[config.mk]
export PLATFORM = sky130hd
export DESIGN_NAME = fma_share_pipe
export DESIGN_NICKNAME = d
export VERILOG_FILES = /design/src/rtl/fma_share_pipe.sv
export SDC_FILE = /design/constraint.sdc
export NUM_CORES = 1
export LEC_CHECK = 0
export BUFFER_PORTS_ARGS = -buffer_cell sky130_fd_sc_hd__buf_2
export CAP_MARGIN = 20
export CELL_PAD_IN_SITES_DETAIL_PLACEMENT = 1
export CELL_PAD_IN_SITES_GLOBAL_PLACEMENT = 2
export CORE_MARGIN = 3
export CORE_UTILIZATION = 40
export CTS_CLUSTER_DIAMETER = 60
export CTS_CLUSTER_SIZE = 25
export DETAILED_ROUTE_END_ITERATION = 8
export PLACE_DENSITY = 0.88
export RECOVER_POWER = 100
export REMOVE_ABC_BUFFERS = 1
export SYNTH_ARGS = -nofsm -noshare
export SYNTH_HDL_FRONTEND = slang
export SYNTH_SLANG_ARGS = --single-unit
[constraint.sdc]
create_clock -name clk -period 15.25 [get_ports clk]
set_input_delay 3.05 -clock clk [delete_from_list [all_inputs] [get_ports clk]]
set_output_delay 3.05 -clock clk [all_outputs]
set_load 0.02 [all_outputs]
[src/rtl/fma_share_pipe.sv]
// Shared-product multiply-add: res[i] = a*b + c[i] for N_ADD addends, signed or unsigned per transaction.
// Latency: 2 cycles from input transfer to out_valid (S1 = product/extend, S2 = add); 1 transaction/cycle.
// Backpressure: out_ready stalls S2, a full stalled S2 stalls S1; in_ready = S1 can advance (no bubbles).
//
// Ports:
//   clk, rst_n           clock and synchronous active-low reset
//   in_valid/in_ready    operand handshake; in_signed, a, b, c_flat travel together
//   out_valid/out_ready  result handshake; res_flat holds res[i] at [i*2*BW +: 2*BW]
//   out_count            16-bit output-transfer counter, present only when FMA_SHARE_STAT_EN is defined
//
// Optional feature macro: FMA_SHARE_STAT_EN (adds out_count and its counter; datapath unchanged).

module fma_share_pipe #(
    parameter int BW    = 8,
    parameter int N_ADD = 2
) (
    input  logic                     clk,
    input  logic                     rst_n,
    input  logic                     in_valid,
    output logic                     in_ready,
    input  logic                     in_signed,
    input  logic [BW-1:0]            a,
    input  logic [BW-1:0]            b,
    input  logic [N_ADD*BW-1:0]      c_flat,
    output logic                     out_valid,
    input  logic                     out_ready,
    output logic [N_ADD*2*BW-1:0]    res_flat
`ifdef FMA_SHARE_STAT_EN
    ,
    output logic [15:0]              out_count
`endif
);

    localparam int RW = 2 * BW;

    // Stage 1 state
    logic                        s1_valid;
    logic [RW-1:0]               s1_p;
    logic [N_ADD-1:0][RW-1:0]    s1_c;

    // Stage control
    logic s2_adv;
    logic s1_adv;

    // Stage 1 combinational inputs
    logic [RW-1:0]               a_ext;
    logic [RW-1:0]               b_ext;
    logic [RW-1:0]               prod;
    logic [N_ADD-1:0][RW-1:0]    c_ext;

    // Stage 2 combinational sums
    logic [N_ADD*RW-1:0]         res_nxt;

    assign s2_adv   = !out_valid || out_ready;
    assign s1_adv   = !s1_valid || s2_adv;
    assign in_ready = s1_adv;

    // Extending both operands to 2*BW and keeping only the low 2*BW bits of the
    // product gives the correct result in both modes: modular multiplication of
    // sign-extended values equals the two's complement product, and the true
    // product always fits in 2*BW bits.
    always_comb begin
        a_ext = in_signed ? {{BW{a[BW-1]}}, a} : {{BW{1'b0}}, a};
        b_ext = in_signed ? {{BW{b[BW-1]}}, b} : {{BW{1'b0}}, b};
        prod  = a_ext * b_ext;
        for (int i = 0; i < N_ADD; i++) begin
            c_ext[i] = in_signed ? {{BW{c_flat[i*BW + BW - 1]}}, c_flat[i*BW +: BW]}
                                 : {{BW{1'b0}}, c_flat[i*BW +: BW]};
        end
    end

    always_comb begin
        res_nxt = '0;
        for (int i = 0; i < N_ADD; i++) begin
            res_nxt[i*RW +: RW] = s1_p + s1_c[i];
        end
    end

    always_ff @(posedge clk) begin
        if (!rst_n) begin
            s1_valid  <= 1'b0;
            s1_p      <= '0;
            s1_c      <= '0;
            out_valid <= 1'b0;
            res_flat  <= '0;
        end else begin
            if (s1_adv) begin
                s1_valid <= in_valid;
                if (in_valid) begin
                    s1_p <= prod;
                    s1_c <= c_ext;
                end
            end
            // Only load on a real transaction so res_flat never shows stale-bubble data.
            if (s2_adv) begin
                out_valid <= s1_valid;
                if (s1_valid) begin
                    res_flat <= res_nxt;
                end
            end
        end
    end

`ifdef FMA_SHARE_STAT_EN
    // Reset has priority, so a transfer coinciding with reset is not counted.
    always_ff @(posedge clk) begin
        if (!rst_n) begin
            out_count <= '0;
        end else if (out_valid && out_ready) begin
            out_count <= out_count + 16'd1;
        end
    end
`endif

endmodule
# After elaboration in Yosys (flattened, before gate mapping)
# Index checks and enable logic that the tools add are counted.
[word_totals] wordCells=19 output_inout_bits=34 regBits=82
[classes] multipliers=1 reduce_logical=6 n_mux=4 n_addsub=2
[ops] operator="$mux W16" count=4
[ops] operator="$add A16 B16 Y16" count=2
[ops] operator="$mul A16 B16 Y16" count=1
[ops] operator="$reduce_and A2 Y1" count=2
[ops] operator="$logic_not A1 Y1" count=2
[ops] operator="$logic_or A1 B1 Y1" count=2

# Logic depth before layout (Yosys ltp)
# Gate-level depths: netlist of the first run.
[logic_depth] ltp_word=4 mapped_depth=24 mapped_depth_nobuf=23

# Least setup slack after synthesis of the first run
# OpenSTA, ideal clock, no wires.
[synth_path] path_kind="input to register" start="input b[3]" end="register s1_p[15]" slack_ns=7.361 setup_ns=0.126 required_ns=15.124 arrival_ns=7.763 cell_stages=21 cell_sequence="clkbuf_1 xor2_1 and2_1 ha_1 inv_1 fa_1 inv_1 fa_1 inv_1 fa_1 inv_1 fa_1 inv_1 fa_1 inv_1 ha_1 or3_1 a2111oi_0 nor3_1 nand2_1 o211ai_1"
[synth_via] elab_chain_len=2
[synth_lines] item="start, declared" line="23" rtl="input logic [BW-1:0] b,"
[synth_lines] item="$mux W16" line="64" rtl="b_ext = in_signed ? {{BW{b[BW-1]}}, b} : {{BW{1'b0}}, b};"
[synth_lines] item="$mul A16 B16 Y16" line="65" rtl="prod = a_ext * b_ext;"
[synth_lines] item="end signal, assigned" line="90" rtl="s1_p <= prod;"
[synth_lines] item="end, declared" line="38" rtl="logic [RW-1:0] s1_p;"
# No other way between the ends.
# A chain may end at the register's enable or synchronous reset.

# Worst setup path after layout of the first run
[layout_path] start="input a[2]" end="register s1_p[15]"
[layout_via] elab_chain_len=2
[layout_lines] item="start, declared" line="22" rtl="input logic [BW-1:0] a,"
[layout_lines] item="$mux W16" line="63" rtl="a_ext = in_signed ? {{BW{a[BW-1]}}, a} : {{BW{1'b0}}, a};"
[layout_lines] item="$mul A16 B16 Y16" line="65"
# No other way between the ends.

==> metrics.yaml, run 1 <==
track_usage: 0.189
die_area_um2: 20400
grt_pass1_wl_um: 31200
swShare: 0.406
critPathTopFamily: "adder cells"
pre_cts_slack_ns: 6.88
cp.arrival_ns: 8.22
relSlewSlack: -0.354
hold_path_class: "reg2reg"
pwr-share-comb: 0.573
final-hold-violation-count: 0
final_area_um2: 8340
violations: "capacitance limit, slew limit"
core_um2: 18200
synthTopCellsByCount: "inv_1 (128), nand2_1 (108), ha_1 (84)"
n_antenna_cell: 0
htreeDepth: 3
max_stage_delay_ns: 0.66
powerDensity_nw_per_um2: 132
rr_worst_depth: 9
internal_power_mw: 0.656
crit_path_start_kind: "input pin"
period_share: 0.525
syn_area_per_cell_um2: 8.37
timing.setup.tns_ns: 0
cts_tree: "built"
grt_pass1_vias: 6290
synth.distinct_cells: 55
total_power_mw: 1.10
path_buf_inv: 4
die_y_um: 143
synth-seq-cells: 68
viasPerCell: 5.08
synth_top_cell_by_area: "fa_1"
num_vias: 5981
status: "finished, violations left"
nNetsFinal: 1134
initial_core_util: 0.411
fill_cells: 2181
synth_top_area_share: 0.187
endpoint: "s1_p[15]$_SDFFE_PN0P_"
reg2reg_slack_ns: 12.70
hold_buffers: 0
skew_ns: 0.00918
route.detailed.drc: 0
detail-route-antenna-nets: 0
cp_max_fo: 17
cts_root_buffer: "clkbuf_16"
fin_util: 0.458
grt_max_degree: 56
grt_setup_unrepaired: "no"
p_switching_mw: 0.449
drive_gt1_frac: 0.0707
cp_slowest_cell: "clkbuf_1"
p_seq_frac: 0.196
netlist_area_um2: 7490
cts_resized: 0
area.sequential_um2: 1360
setup_viol: 0
portBuffers: 70
gr-total-overflow: 0
dr.pass1.iters: 4
antenna_found_initial: 0
die_w_um: 143
tightest_slew_ns: 2.03
cts_buffers: 9
synthTopCellsByArea: "fa_1 (19%), dfxtp_1 (18%), ha_1 (14%), inv_1 (6.4%), and2_1 (5.5%)"
peakVddDrop_mv: 0.0546
drv_slew: 95
placed_area_um2: 8020
numClockSinks: 68
place_hpwl_um: 14700
drt_iter0_markers: 151
rows: 49
routed_wl_um: 18300
criticalPathCategory: "in2reg"
r2r-end: "res_flat[12]$_SDFFE_PN0P_"
clkLatencyLatePin_ns: 0.33
crit_cells: 18
syn_to_final_growth_pct: 11.3
endpoint_kind: "flip-flop"
synth-seq-area-share: 0.182
gp_congestion: 0.842
fin_ws_ns: 7.24
startpoint: "a[2]"
ios: 71
drv_cap: 2
synth_cells: 895
cp_cell_sequence: "clkbuf_1, nand2_1, fa_1, fa_1, inv_1, ha_1, fa_1, ha_1, inv_1, fa_1, inv_1, ha_1, o21ai_0, o21ai_0, a2111oi_0, nor3_1, nand2_1, o211ai_1"
wl_per_cell_um: 15.5
postCtsSetupBuffers: 0
leakage_nw: 3.95
clockPowerShare: 0.231
crit_required_ns: 15.46
synth-edff-count: 0
synth_ff_type: "dfxtp_1"
synth-async-reset-ratio: 0
clock_path_buffers: 2
clkTransAtPathRegs_ns: 0.06
crit_path_frequent_cell: "fa_1"
multi_input_comb_area_um2: 5500
period_minus_slack_ns: 8.01
max_freq_mhz: 125
yosysMostFrequentCell: "inv_1"
regToRegStartpoint: "s1_p[1]$_SDFFE_PN0P_"
yosysWarnings: 0
==> cell families (layout without fill, tap and decap cells) <==
group           count (synthesis)  in the layout  share of synthesized area
compound gates                162            162                      0.145
fa+ha+maj                     154            154                      0.327
mux                             1              1                    0.00134
buf+inv                       167            220                     0.0842
flops                          68             68                      0.182
simple gates                  296            296                      0.204
xor+xnor                       47             47                     0.0568
==> area by class of cell <==
cell class	instances	area share
multi-input cells	660	0.660
flip-flops and latches	68	0.163
inverters	129	0.0582
repair buffers	75	0.0407
well taps	229	0.0344
clock buffers	10	0.0275
clock inverters	6	0.0164
==> worst min path at each step <==
stage / from / to / slack, ns / depth (start not counted)
floorplan: s1_c[0]$_SDFFE_PN0P_ / s1_c[0]$_SDFFE_PN0P_ / 0.45 / 2
global route: res_flat[16]$_SDFFE_PN0P_ / res_flat[16]$_SDFFE_PN0P_ / 0.49 / 2
detailed placement: res_flat[2]$_SDFFE_PN0P_ / res_flat[2]$_SDFFE_PN0P_ / 0.45 / 2
global placement: res_flat[2]$_SDFFE_PN0P_ / res_flat[2]$_SDFFE_PN0P_ / 0.45 / 2
CTS: res_flat[2]$_SDFFE_PN0P_ / res_flat[2]$_SDFFE_PN0P_ / 0.46 / 2
finish: res_flat[18]$_SDFFE_PN0P_ / res_flat[18]$_SDFFE_PN0P_ / 0.46 / 2
==> power groups by stage <==
stage / Sequential [mW] / Clock [mW] / Combinational, mW
4_1_cts: 0.216 / 0.259 / 0.648
3_3_place_gp: 0.220 / 0 / 0.624
3_5_place_dp: 0.220 / 0 / 0.643
6_report: 0.216 / 0.255 / 0.633
2_1_floorplan: 0.223 / 0 / 0.483
5_1_grt: 0.220 / 0.269 / 0.735
==> metal layers <==
layer | routed length [um] | vias up | track usage
met4 | 188 | 0 | 0.0400
met1 | 8940 | 2863 | 0.256
li1 | - | 3032 | -
met5 | 0 | - | 0
met3 | 414 | 12 | 0.0188
met2 | 8750 | 74 | 0.328
==> cells in the final DEF, fill, tap and decap left out, drive strengths merged, types with 14 or more instances in the layout <==
master    n
dfxtp    68
ha       84
nand2   109
fa       70
and2     67
clkbuf   47
buf      38
a21oi    27
nor2     23
xnor2    35
o21ai    37
a21o     14
inv     128
nand3    28
a21boi   34
==> sequential cells by signal, summed over array words and instances, names as in the netlist <==
register / count
out_valid: 1
res_flat: 32
s1_c: 18
s1_p: 16
s1_valid: 1
==> stage by stage <==
step / std cells / hold WS [ns]
floorplan: 857 / 0.447
CTS: 1177 / 0.463
finish: 1177 / 0.463
global route: 1177 / 0.490
global placement: 1161 / 0.447
detailed placement: 1161 / 0.455
==> worst reg2reg max path: cells and delay by family (launching register included) <==
kind	cells	cell delay [ns]
AOI/OAI and AO/OA	5	1.16
adders and majority gates	1	0.48
buffers and inverters	1	0.16
DFF	1	0.44
and+or+nand+nor	2	0.25
No activity file was read; power rests on OpenSTA's default activity.
==> run 2: changes to the inputs <==
- ABC_AREA: unset -> 1
- CORE_UTILIZATION: 40 -> 35
- PLACE_DENSITY: 0.88 -> 0.83
- clock period: 15.25 -> 7.4 ns (I/O delays scaled with it)
==> run 2 against run 1 <==
- the run still ends with capacitance limit, slew limit left
- synthesized area rose by 4.1%
- combinational power increased by 120%
- first-iteration DRC count grew 65%
- non-clock buffer count decreased by 2
- cell count up 22%
- utilization fell by 5.7 points
- worst setup slack worse by 6.5 ns
- critical path depth grew 13
- power is 110% higher
- sequential power rose by 110%
- critical path type unchanged
==> metrics.yaml, run 2 <==
postCtsSetupBuffers: 0  # unchanged
initial_core_util: 0.364  # -0.0475
cp.arrival_ns: 6.82  # -1.40 ns
wl_per_cell_um: 14.2  # -8.3%
routed_wl_um: 20400  # +12%
antenna_found_initial: 0  # unchanged
drv_slew: 42  # -56%
yosys.area_share.simple: 0.207  # +0.00263
wl_met3_um: 515  # +24%
synth_ff_type: "dfxtp_1"
setup_viol: 0  # unchanged
synthTopCellsByCount: "inv_1 (265), nand2_1 (196), nor2_1 (104)"
layout_common_cells: "inv_1 (266), nand2_1 (197), nor2_1 (104)"
num_vias: 6808  # +14%
largest_register_ffs: 32  # unchanged
powerDensity_nw_per_um2: 271  # +100%
period_minus_slack_ns: 6.61
syn_area_per_cell_um2: 7.06  # -16%
synthAdderAreaFrac: 0.315  # -0.0128
critPathTopFamily: "adder cells"
portBuffers: 70  # unchanged
die_y_um: 155  # +8.7%
synth_top_area_share: 0.180  # -0.00729
crit_path_start_kind: "input pin"
drv_cap: 1  # -1
ios: 71  # unchanged
timing.setup.tns_ns: 0  # unchanged
wl_met1_um: 9680  # +8.2%
leakage_nw: 4.98  # +26%
viasPerCell: 4.75  # -6.6%
period_share: 0.893
cts_buffers: 9  # unchanged
grt_pass1_wl_um: 34700  # +11%
nNetsFinal: 1345  # +19%
fin_ws_ns: 0.794  # -6.45 ns
detail-route-antenna-nets: 0  # unchanged
die_area_um2: 24100  # +18%
synth-edff-count: 0  # unchanged
synth-seq-cells: 68  # unchanged
tightest_slew_ns: 1.74  # -0.295 ns
n_antenna_cell: 0  # unchanged
fill_cells: 2800  # +28%
yosysMostFrequentCell: "inv_1"
gr-total-overflow: 0  # unchanged
p_seq_frac: 0.199  # +0.003
hold_buffers: 0  # unchanged
netlist_area_um2: 7800  # +4.1%
cp_slowest_cell: "fa_1"
pwr-share-comb: 0.605  # +0.032
synth-async-reset-ratio: 0  # unchanged
track_usage: 0.175  # -0.0142
crit_required_ns: 7.62  # -7.84 ns
hold_path_class: "reg2reg"
drt_iter0_markers: 249  # +65%
gp_congestion: 0.831  # -1.4%
yosysWarnings: 0  # unchanged
layout_commonest_cell: "inv_1"
htreeDepth: 3  # unchanged
grt_setup_unrepaired: "no"
top_register: "res_flat"
cts_resized: 0  # unchanged
syn_to_final_growth_pct: 10.2
cp_max_fo: 8  # -9
clkTransAtPathRegs_ns: 0.05  # about the same
synth.distinct_cells: 42  # -24%
area.sequential_um2: 1360  # unchanged
pre_cts_slack_ns: 0.513  # -6.36 ns
clockPowerShare: 0.196  # -0.035
violations: "capacitance limit, slew limit"
max_stage_delay_ns: 0.53  # -0.13 ns
synth-seq-area-share: 0.175  # -0.00709
synth-compound-area-share: 0.114  # -0.0304
skew_ns: 0.00909  # -0.0000919 ns
swShare: 0.461  # +0.0549
synth_top_family_by_area: "adder cells"
synth_top_cell_by_area: "fa_1"
grt_max_degree: 51  # -8.9%
yosys.area_share.xor_xnor: 0.0358  # -0.0210
synth_cells: 1105  # +23%
synthTopCellsByArea: "fa_1 (18%), dfxtp_1 (17%), ha_1 (13%), inv_1 (13%), nand2_1 (9.4%)"
relSlewSlack: -0.158  # +0.196
route.detailed.drc: 0  # unchanged
place_hpwl_um: 16900  # +15%
internal_power_mw: 1.26  # +92%
cts_root_buffer: "clkbuf_16"
core_um2: 21400  # +18%
multi_input_comb_area_um2: 5230  # -5.0%
grt_pass1_vias: 7193  # +14%
die_w_um: 155  # +8.7%
numClockSinks: 68  # unchanged
criticalPathCategory: "in2reg"
status: "finished, violations left"
cts_tree: "built"
muxShareOfSynthArea: 0  # -0.00134
endpoint_kind: "flip-flop"
final-hold-violation-count: 0  # unchanged
rows: 53  # +8.2%
largest_registers: "res_flat: 32 flops, s1_c: 18 flops, s1_p: 16 flops"
drive_gt1_frac: 0.0664  # -0.00424
max_freq_mhz: 151
dr.pass1.iters: 4  # unchanged
routed.top_layer: "met4"
p_switching_mw: 1.08  # +140%
final_area_um2: 8590  # +3.0%
path_buf_inv: 9  # +5
clock_path_buffers: 2  # unchanged
placed_area_um2: 8330  # +3.8%
peakVddDrop_mv: 0.119  # +120%
clkLatencyLatePin_ns: 0.34  # about the same
met2WireLength_um: 10000  # +15%
==> run 2: routing by layer <==
metal | vias up | global-route usage
met5 | - | 0
li1 | 3469 | -
met4 | 0 | 0.0358
met1 | 3255 | 0.228
met3 | 11 | 0.0159
met2 | 73 | 0.315
==> run 2: area by class of cell <==
class / count / area share
timing repair buffer: 73 / 0.0373
clock buffer: 10 / 0.0266
sequential: 68 / 0.158
tap: 275 / 0.0400
clock inverter: 6 / 0.0103
inverter: 273 / 0.119
multi-input combinational: 729 / 0.608
==> run 2: cells by family after synthesis <==
kind of cell               Yosys count
and+or+nand+nor                    383
buffers and inverters              308
adders and majority gates          154
AOI/OAI and AO/OA                  161
DFF                                 68
xor gates and xnor gates            31
==> run 2: worst paths after layout <==
| kind | from | end | slack, ns | depth (start not counted) |
|---|---|---|---|---|
| max | in_signed | s1_p[14]$_SDFFE_PN0P_ | 0.79 | 31 |
| min | s1_c[23]$_SDFFE_PN0P_ | s1_c[23]$_SDFFE_PN0P_ | 0.48 | 2 |
| max reg2reg | out_valid$_SDFFE_PN0P_ | s1_p[5]$_SDFFE_PN0P_ | 4.05 | 7 |
| min reg2reg | s1_c[23]$_SDFFE_PN0P_ | s1_c[23]$_SDFFE_PN0P_ | 0.48 | 2 |
==> run 2: power groups by stage <==
stage | clock, mW | combinational, mW | sequential [mW]
after global routing | 0.490 | 1.67 | 0.471
after CTS | 0.476 | 1.45 | 0.464
after floorplan | 0 | 1.07 | 0.473
final | 0.458 | 1.41 | 0.463
after global placement | 0 | 1.39 | 0.471
after detailed placement | 0 | 1.44 | 0.471
==> run 2: worst register-to-register path, delay by kind of cell, from the launching register on <==
kind / cells / cell delay, ns
buffers and inverters: 3 / 2.16
AO/OA/AOI/OAI: 2 / 0.45
flip-flops: 1 / 0.35
AND/OR/NAND/NOR: 2 / 0.21
==> run 2: per-stage QoR <==
step / hold WS [ns] / total power, mW / util / std cells
after global placement: 0.461 / 1.86 / 0.389 / 1417
final: 0.482 / 2.33 / 0.401 / 1434
after detailed placement: 0.469 / 1.91 / 0.389 / 1417
after floorplan: 0.449 / 1.54 / - / 1070
after CTS: 0.481 / 2.39 / 0.404 / 1433
after global routing: 0.510 / 2.63 / 0.401 / 1434
